## src/rtl/instr_fetch.sv

```systemverilog
// Instruction fetch stage: one req/gnt/rvalid memory transaction per PC, decoder valid/ready
// handoff, then a one-cycle pc_step. Misalignment, bus errors and timeouts park in a sticky FAULT.
module instr_fetch #(
   parameter int TIMEOUT = 16,
   parameter int XLEN    = 32
) (
   input  logic            clk,
   input  logic            rst,
   input  logic [XLEN-1:0] pc,
   output logic            imem_req,
   output logic [XLEN-1:0] imem_addr,
   input  logic            imem_gnt,
   input  logic            imem_rvalid,
   input  logic [XLEN-1:0] imem_rdata,
   input  logic            imem_err,
   output logic [XLEN-1:0] instr,
   output logic [XLEN-1:0] instr_pc,
   output logic            instr_valid,
   input  logic            dec_ready,
   output logic            pc_step,
   output logic            fault,
   output logic [1:0]      fault_cause,
   input  logic            fault_clr
);

   localparam int CW = (TIMEOUT > 0) ? $clog2(TIMEOUT + 1) : 1;

   typedef enum logic [2:0] {IDLE, REQ, WAIT, HOLD, STEP, FAULT} state_t;

   state_t        state, state_d;
   logic [CW-1:0] cnt;
   logic [1:0]    cause_d;
   logic          tmo;

   assign tmo = (TIMEOUT != 0) && (cnt == CW'(TIMEOUT - 1));

   always_comb begin
      state_d = state;
      cause_d = 2'b00;
      case (state)
         IDLE:  if (pc[1:0] != 2'b00) begin
                   state_d = FAULT;
                   cause_d = 2'b01;
                end else begin
                   state_d = REQ;
                end
         REQ:   if (imem_gnt) state_d = WAIT;
         // a response in the timeout cycle still counts
         WAIT:  if (imem_rvalid) begin
                   if (imem_err) begin
                      state_d = FAULT;
                      cause_d = 2'b10;
                   end else begin
                      state_d = HOLD;
                   end
                end else if (tmo) begin
                   state_d = FAULT;
                   cause_d = 2'b11;
                end
         HOLD:  if (dec_ready) state_d = STEP;
         STEP:  state_d = IDLE;
         FAULT: if (fault_clr) state_d = IDLE;
         default: state_d = IDLE;
      endcase
   end

   always_ff @(posedge clk or negedge rst) begin
      if (!rst) state <= IDLE;
      else      state <= state_d;
   end

   always_ff @(posedge clk or negedge rst) begin
      if (!rst) begin
         imem_addr   <= '0;
         instr       <= '0;
         instr_pc    <= '0;
         cnt         <= '0;
         fault_cause <= 2'b00;
      end else begin
         if (state == IDLE && pc[1:0] == 2'b00) imem_addr <= pc;
         if (state == REQ && imem_gnt) cnt <= '0;
         else if (state == WAIT && cnt != CW'(TIMEOUT)) cnt <= cnt + 1'b1;
         if (state == WAIT && imem_rvalid && !imem_err) begin
            instr    <= imem_rdata;
            instr_pc <= imem_addr;
         end
         if (state != FAULT && state_d == FAULT) fault_cause <= cause_d;
         else if (state == FAULT && fault_clr)   fault_cause <= 2'b00;
      end
   end

   assign imem_req    = (state == REQ);
   assign instr_valid = (state == HOLD);
   assign pc_step     = (state == STEP);
   assign fault       = (state == FAULT);

endmodule

```

## config.mk

```make
export PLATFORM = sky130hd
export DESIGN_NAME = instr_fetch
export DESIGN_NICKNAME = d
export VERILOG_FILES = /design/src/rtl/instr_fetch.sv
export SDC_FILE = /design/constraint.sdc
export NUM_CORES = 1
export LEC_CHECK = 0
export CAP_MARGIN = 40
export CELL_PAD_IN_SITES_DETAIL_PLACEMENT = 1
export CELL_PAD_IN_SITES_GLOBAL_PLACEMENT = 1
export CORE_UTILIZATION = 32
export CTS_CLUSTER_DIAMETER = 40
export CTS_CLUSTER_SIZE = 10
export DETAILED_ROUTE_END_ITERATION = 10
export PLACE_DENSITY = 0.83
export SLEW_MARGIN = 10
export SYNTH_ARGS = -nofsm -noshare
export SYNTH_HDL_FRONTEND = slang
export SYNTH_SLANG_ARGS = --single-unit
export TNS_END_PERCENT = 5
```

## constraint.sdc

```tcl
create_clock -name clk -period 1.5 [get_ports clk]
set_input_delay 0.3 -clock clk [delete_from_list [all_inputs] [get_ports clk]]
set_output_delay 0.3 -clock clk [all_outputs]
set_load 0.02 [all_outputs]
```

---- Word level (Yosys, flattened, before mapping) ----
Cells that the tools add are included.
word-level totals
  logic and storage cells ................. 46
  input port bits ......................... 71
  output and inout port bits .............. 102
  register bits after elaboration ......... 106
cells by class
  add/subtract/negate cells ............... 1
  eq/ne operators ......................... 9
  mux-type cells .......................... 17
  reduce and logical (&&, ||, !) cells .... 13
operator list
  cell                   number
  $mux W3                7
  $pmux W3 S5            1
  $mux W2                5
  $mux W5                2
  $eq A3 B3 Y1 const B   3
  $logic_and A1 B1 Y1    7
  $eq A3 B2 Y1 const B   2
  $reduce_bool A2 Y1     3
  $add A5 B1 Y5 const B  1
  $eq A5 B4 Y1 const B   1
  $ne A5 B5 Y1 const B   1
  $pmux W2 S2            1
  $eq A3 B1 Y1 const B   1
  $logic_not A3 Y1       1
  $ne A3 B3 Y1 const B   1
  $logic_not A2 Y1       1
  $logic_not A1 Y1       1
  $mux W1                1

---- Depth between registers and ports, before layout ----
Gate-level depths: netlist (run 1).
  depth in word-level cells ............... 7
  mapped depth ............................ 6
  depth with buffers taken out ............ 6

---- Worst setup path before layout (run 1) ----
No wires, ideal clock.
  kind .................................... reg2reg
  start point ............................. register cnt[0]
  end point ............................... register state[0]
  period minus slack after synthesis ...... 1560 ps
  setup slack ............................. -60 ps
  arrival ................................. 1405 ps
  library setup time ...................... 154 ps
  stages on the path, launching flop included .. 6
  path buffers ............................ 0
  path through ............................ dfrtp_1 ha_1 and3_1 ha_1 o311ai_0 o311ai_0
on the way
  longest elaborated chain between the ends .. 4
ends and longest elaborated chain
  what                    RTL line  source
  from (decl)             31        logic [CW-1:0] cnt;
  from (signal assigned)  82        else if (state == WAIT && cnt != CW'(TIMEOUT)) cnt <= cnt + 1'b1;
  $eq A5 B4 Y1            35        assign tmo = (TIMEOUT != 0) && (cnt == CW'(TIMEOUT - 1));
  $mux W3                 56        end else if (tmo) begin
  $mux W3                 49        WAIT: if (imem_rvalid) begin
  $pmux W3 S5             40        case (state)
  named net state_d[0]    30        state_t state, state_d;
  to (signal assigned)    69        else state <= state_d;
  to (decl)               30
The timed path passes the listed nets, and every way through them passes these cells.
A chain may end at the register's enable or synchronous reset.

---- Worst setup path in the final report (run 1) ----
  start point ............................. register state[2]
  end point ............................... register instr_pc[16]
on the way
  longest elaborated chain between the ends .. 3
ends and longest elaborated chain
  what                              RTL line  source
  $eq A3 B2 Y1                      83        if (state == WAIT && imem_rvalid && !imem_err) begin
  $logic_and A1 B1 Y1 (2 in a row)  83
  to (signal assigned)              85        instr_pc <= imem_addr;
  to (decl)                         17        output logic [XLEN-1:0] instr_pc,
No other way between the ends.

==> results of run 1 <==
## through the flow
step                setup slack (ns)  setup TNS (ns)  power (mW)
global placement              -0.237          -19.17        12.2
finish                        -0.147           -8.87        14.4
global route                  -0.209          -15.40        15.2
floorplan                    -0.0490           -2.45        8.78
CTS                           -0.166          -13.31        14.3
detailed placement            -0.308          -20.19        12.5
## layer usage
metal	up-vias	share of wire [%]	GRT usage [%]	wire [um]
met5	-	0	0	0
met4	0	2.2	6.56	267
met3	23	7.0	5.94	851
met2	119	52	30.2	6310
met1	1552	39	19.7	4670
li1	1362	-	-	-
## flip-flops by register name (all words and copies together) (netlist names)
register / cells
imem_addr: 32
instr: 32
instr_pc: 32
cnt: 5
state: 3
fault_cause: 2
## cells in the final DEF (no fill, tap or decap), types with 2 or more instances in the layout
cell type	netlist	layout
dfrtp_1	106	104
dlygate4sd2_1	0	98
clkdlybuf4s50_1	0	69
mux2_4	60	60
mux2_2	34	34
buf_4	0	24
clkbuf_16	0	9
buf_6	2	9
buf_12	6	8
nand2_1	7	6
inv_1	5	5
clkbuf_8	0	4
nor2_1	5	3
o21ai_0	3	3
mux2i_1	4	3
nor3_2	0	2
a31o_2	2	2
and2_1	3	2
clkbuf_1	0	2
dfrtp_2	0	2
## power breakdown
part,total [mW],switching (mW),internal (mW)
clock,2.49,1.01,1.48
combinational,6.87,3.35,3.53
sequential,5.03,0.861,4.17
total,14.4,5.22,9.18
## layout make-up
| class | instances | area [sq um] |
|---|---|---|
| Clock buffer | 15 | 288 |
| Clock inverter | 1 | 30.0 |
| Tap cell | 176 | 220 |
| Multi-Input combinational cell | 144 | 1770 |
| Inverter | 5 | 18.8 |
| Fill cell | 1351 | 6440 |
| Timing Repair Buffer | 210 | 2030 |
| Sequential cell | 106 | 2660 |
## timing repair
action,CTS,global route
resized for setup,136,16
pin swaps,5,7
setup endpoints to repair,207,110
hold buffers,1,0
hold endpoints to repair,23,0
cloned,1,0
buffers inserted,7,3
## worst paths after layout
kind                                 to  depth (start not counted)  slack [ns]      start
setup / recovery           instr_pc[16]                          6       -0.15   state[2]
hold / removal                instr[17]                          2        0.42        rst
setup reg to reg           instr_pc[16]                          6       -0.15   state[2]
hold reg to reg               instr[17]                          1        0.51  instr[17]
max in group asynchronous     instr[11]                          3        0.51        rst
min in group clk              instr[17]                          1        0.51  instr[17]
## cell families (layout without fill, tap and decap cells)
| logic type | after synthesis | count (layout) | synth area share (%) |
|---|---|---|---|
| AO/OA/AOI/OAI | 14 | 14 | 2.26 |
| AND/OR/NAND/NOR | 29 | 29 | 4.15 |
| adder cells (fa/ha/maj) | 3 | 3 | 0.836 |
| flip-flops | 106 | 106 | 59.1 |
| buffers and inverters | 18 | 231 | 4.15 |
| multiplexers | 98 | 98 | 29.5 |
## Yosys cell counts, types with 3 or more instances
master / n
mux2_2: 34
inv_1: 5
nor2_1: 5
ha_1: 3
mux2i_1: 4
o21ai_0: 3
buf_2: 5
buf_12: 6
mux2_4: 60
nand2_1: 7
and2_1: 3
dfrtp_1: 106
## worst max-delay path: stages (launching register included)
cell and delay, ns:
dfrtp_1 0.41, buf_6 0.15, nor3b_4 0.22, nand3b_4 0.12, buf_12 0.16, buf_12 0.16
mux2_4 0.30
==> reports/metrics.cfg, run 1 <==
[run_status]
status = finished with violations
violations = negative setup slack

[floorplanning]
die_h_um = 120
io_pins = 173
initial_utilization_pct = 33.4
placeableCoreArea_sq_mm = 0.0135
num_rows = 42
die_x_um = 120
die_area_sq_mm = 0.0145

[global_route]
grt_pass1_vias = 3479
antenna_found_initial = 0
grt_remaining_overflow = 0
grt_max_degree = 45
grt_pass1_wl_um = 19100
grt_usage_pct = 17.4

[yosys]
yosysWarnings = 0
yosysTopAreaCell = dfrtp_1
synth_area_sq_mm = 0.00449
postSynthAreaPerCell_sq_um = 16.7
ys_ff_latch = 106
syn_nets = 342
synth_top_area_share_pct = 59.1
synth_edf_count = 0
syn_inst = 268
async_reset_ff_share_pct = 100
synth_area_leaders = dfrtp_1 59%, mux2_4 20%, mux2_2 8.5%, buf_12 2.7%, mux2i_1 0.89%
ys.flop_type = dfrtp_1
seq_area_frac_synth_pct = 59.1
yosysUniqueCellTypes = 34

[timing]
finalHoldViolCount = 0
clock.fmax_mhz = 607
hold_slack_ns = 0.419
rsz0062_at_grt = true
maxSlewHeadroom_pct = 67.1
setup_slack_ns = -0.147
drv_slew = 0
fin_crit_ns = 1.65
worst_pin_slew_ns = 0.488
fin_skew_ns = 0.00386
setup_violations = 96
post-route-period-util_pct = 110

[finish]
drive_above_1_share_pct = 35.6
fin_nets = 550
antenna_cells = 0
final_area_sq_mm = 0.00701
fin_cells = 657
area_delta_synth_final_pct = 56.2
final_util_pct = 52.1

[clock_network]
clock_latency_ns = 0.34
htree_levels = 3
cts_num_sinks = 106
cts-root-buf = clkbuf_16
path_clk_slew_ns = 0.07
cts_tree = built
cts_max_path_buffers = 2
numCtsBuffers = 9

[drt]
vias = 3056
ant_nets = 0
wire_per_inst_um = 18.4
drtIter0Drc = 77
wirelength_um = 12100
firstDrtPassIters = 4
vias_per_cell = 4.65
drc = 0

[worst_setup_path]
critPathCaptureType = flip-flop
cp.required_ns = 1.73
critPathMaxFanout = 14
critPathKind = reg -> reg
worst_setup_path_start_kind = flip-flop
arrival_ns = 1.88

[place]
dp.cells = 629
hpwl_um = 8700
io_buffers = 172
gp_congestion = 0.866
dpl_cell_area_sq_mm = 0.00655

[power]
power_leakage_nw = 3.54
peakVddDrop_v = 0.000991
p_per_area_mw_per_mm2 = 2050

[worst_hold_path]
hold_path.class = in -> async

[job]
cap_violations = 0

Power figures use the tool's default switching activity.
==> run 2, diff against run 1 <==
--- a/config.mk
+++ b/config.mk
@@ -12,6 +12,7 @@
 export CTS_CLUSTER_DIAMETER = 40
 export CTS_CLUSTER_SIZE = 10
 export DETAILED_ROUTE_END_ITERATION = 10
+export HOLD_SLACK_MARGIN = 0.06
 export PLACE_DENSITY = 0.83
 export SLEW_MARGIN = 10
 export SYNTH_ARGS = -nofsm -noshare
==> results of run 2 <==
The final DEF is identical to that of run 1; final timing and power are the same.
==> run 3, diff against run 2 <==
--- a/config.mk
+++ b/config.mk
@@ -8,12 +8,12 @@
 export CAP_MARGIN = 40
 export CELL_PAD_IN_SITES_DETAIL_PLACEMENT = 1
 export CELL_PAD_IN_SITES_GLOBAL_PLACEMENT = 1
-export CORE_UTILIZATION = 32
+export CORE_UTILIZATION = 35
 export CTS_CLUSTER_DIAMETER = 40
 export CTS_CLUSTER_SIZE = 10
 export DETAILED_ROUTE_END_ITERATION = 10
 export HOLD_SLACK_MARGIN = 0.06
-export PLACE_DENSITY = 0.83
+export PLACE_DENSITY = 0.86
 export SLEW_MARGIN = 10
 export SYNTH_ARGS = -nofsm -noshare
 export SYNTH_HDL_FRONTEND = slang
==> constraint.sdc (replaced) <==
create_clock -name clk -period 1.6 [get_ports clk]
set_input_delay 0.32 -clock clk [delete_from_list [all_inputs] [get_ports clk]]
set_output_delay 0.32 -clock clk [all_outputs]
set_load 0.02 [all_outputs]
==> run 3 against run 2 <==
The flow still finishes with violations (negative setup slack); sequential share of layout area increased by 1.1 points; setup slack improved by 0.053 ns; global-route usage grew 1.5 points; clock skew up 0.0023 ns; largest cell class unchanged; largest power group unchanged.
==> reports/metrics.cfg, run 3 (same netlist as run 1, synthesis figures left out) <==
[place]
dpl_cell_area_sq_mm = 0.00650  ; -0.76%
hpwl_um = 8970  ; +3.0%
io_buffers = 172  ; unchanged
gp_congestion = 0.809  ; -6.5%

[power]
p_sw_share_pct = 37.4  ; +1.1 points
power_leakage_nw = 3.42  ; -3.2%
peakVddDrop_v = 0.000808  ; -19%
intPower_mw = 8.26  ; -10%
p_comb_share_pct = 47.1  ; -0.7 points
finalPower_mw = 13.2  ; -8.4%
switchingPower_mw = 4.93  ; -5.5%
power_frac_seq_pct = 36.2  ; +1.2 points
p_per_area_mw_per_mm2 = 1940  ; -5.7%
power_frac_clock_pct = 16.7  ; -0.6 points

[finish]
fillers = 1275  ; -5.6%
antenna_cells = 0  ; unchanged
final_area_sq_mm = 0.00681  ; -2.8%
final_cell_mix = 104 x dfrtp_1, 98 x dlygate4sd2_1, 69 x clkdlybuf4s50_1
area_delta_synth_final_pct = 51.8
top_regs = imem_addr x32, instr x32, instr_pc x32
fin_nets = 537  ; -2.4%
layout_commonest_cell = dfrtp_1
drive_above_1_share_pct = 33.5  ; -2.0 points

[floorplanning]
die_h_um = 115  ; -4.3%
die_area_sq_mm = 0.0133  ; -8.4%
die_x_um = 115  ; -4.3%
initial_utilization_pct = 35.7  ; +2.3 points
placeableCoreArea_sq_mm = 0.0126  ; -6.6%
io_pins = 173  ; unchanged
num_rows = 41  ; -2.4%

[worst_setup_path]
critPathKind = reg -> out
critPathMaxFanout = 5  ; -9
critPathCaptureType = output pin
worst_setup_path_start_kind = flip-flop
cp.required_ns = 1.28  ; -0.45 ns
arrival_ns = 1.37  ; -0.51 ns

[timing]
drv_slew = 0  ; unchanged
setup_slack_ns = -0.0940  ; +0.0531 ns
clock.fmax_mhz = 590
post-route-period-util_pct = 106
finalHoldViolCount = 0  ; unchanged
maxSlewHeadroom_pct = 72.8  ; +5.7 points
setup_violations = 13  ; -86%
fin_skew_ns = 0.00611  ; +0.00226 ns
worst_pin_slew_ns = 0.408  ; -0.0799 ns
fin_crit_ns = 1.69
rsz0062_at_grt = true

[run_status]
violations = negative setup slack
status = finished with violations

[clock_network]
cts-root-buf = clkbuf_16
htree_levels = 3  ; unchanged
cts_tree = built
cts_num_sinks = 106  ; unchanged
clock_latency_ns = 0.34  ; about the same
path_clk_slew_ns = 0.07  ; about the same
cts_max_path_buffers = 2  ; unchanged
numCtsBuffers = 9  ; unchanged

[global_route]
grt_max_degree = 50  ; +11%
antenna_found_initial = 0  ; unchanged
grt_pass1_vias = 3372  ; -3.1%
grt_usage_pct = 18.9  ; +1.5 points
grt_remaining_overflow = 0  ; unchanged
grt_pass1_wl_um = 18800  ; -1.8%

[drt]
drc = 0  ; unchanged
drtIter0Drc = 118  ; +53%
wirelength_um = 12100  ; +0.22%
vias = 3017  ; -1.3%
ant_nets = 0  ; unchanged
wire_per_inst_um = 18.9  ; +2.9%
firstDrtPassIters = 4  ; unchanged
vias_per_cell = 4.71  ; +1.3%

[worst_hold_path]
hold_path.class = in -> async

[job]
cap_violations = 0  ; unchanged

-- run 3: changes by cell type in the layout (fill, tap and decap cells not counted), moves of 2 or more --
| cell | before | now |
|---|---|---|
| buf_6 | 9 | 1 |
| clkbuf_8 | 4 | 0 |
| buf_4 | 24 | 21 |
| clkinvlp_4 | 0 | 3 |
| buf_12 | 8 | 6 |
-- run 3: repair_timing --
| action | in CTS | in global routing |
|---|---|---|
| hold endpoints to repair | 27 | 0 |
| pin swaps | 1 | 6 |
| buffers inserted | 2 | 0 |
| setup endpoints to repair | 187 | 105 |
| hold buffers | 1 | 0 |
| gates resized for setup | 133 | 11 |
-- run 3: worst paths after layout --
path,end,depth (start not counted),start,slack [ns]
worst max-delay path,fault,3,state[1],-0.09
worst min-delay path,instr_pc[13],2,rst,0.48
worst max register to register,instr_pc[5],5,state[1],-0.01
worst min register to register,instr[7],1,instr[7],0.51
max in group asynchronous,state[1],3,rst,0.48
min in group clk,instr[7],1,instr[7],0.51
-- run 3: critical path, cell delays in order (launching register included) --
cell and delay, ns:
dfrtp_2 0.44, or2b_1 0.28, nor2_1 0.15, buf_4 0.17
-- run 3: layout make-up --
| type | instances | area [sq um] | area share, % |
|---|---|---|---|
| Clock buffer | 10 | 229 | 3.36 |
| Clock inverter | 6 | 66.3 | 0.974 |
| Inverter | 5 | 18.8 | 0.276 |
| Multi-Input combinational cell | 144 | 1770 | 26.0 |
| Sequential cell | 106 | 2660 | 39.0 |
| Tap cell | 172 | 215 | 3.16 |
| Timing Repair Buffer | 197 | 1850 | 27.2 |
-- run 3: metrics by stage --
step / cells / hold slack [ns] / util (%) / worst slack [ns] / setup TNS, ns
final: 640 / 0.476 / 54.2 / -0.0940 / -0.176
after global routing: 640 / 0.510 / 54.2 / -0.131 / -5.07
after CTS: 640 / 0.484 / 53.6 / -0.0586 / -0.117
after floorplan: 268 / 0.0244 / - / 0.0403 / 0
after detailed placement: 621 / 0.282 / 51.7 / -0.220 / -11.98
after global placement: 621 / 0.269 / 51.7 / -0.131 / -9.61
-- run 3: routing by layer --
layer | wire length, um | global-route usage, %
met1 | 4760 | 21.4
met2 | 6320 | 33.4
met3 | 873 | 5.80
met4 | 171 | 7.36
met5 | 0 | 0
-- run 3: power by group through the flow --
| stage | Combinational [mW] | Clock, mW | Sequential, mW |
|---|---|---|---|
| 2_1_floorplan | 2.19 | 0 | 6.04 |
| 3_3_place_gp | 6.61 | 0 | 4.71 |
| 3_5_place_dp | 6.83 | 0 | 4.85 |
| 4_1_cts | 6.16 | 2.29 | 4.78 |
| 5_1_grt | 6.61 | 2.38 | 4.93 |
| 6_report | 6.22 | 2.20 | 4.77 |
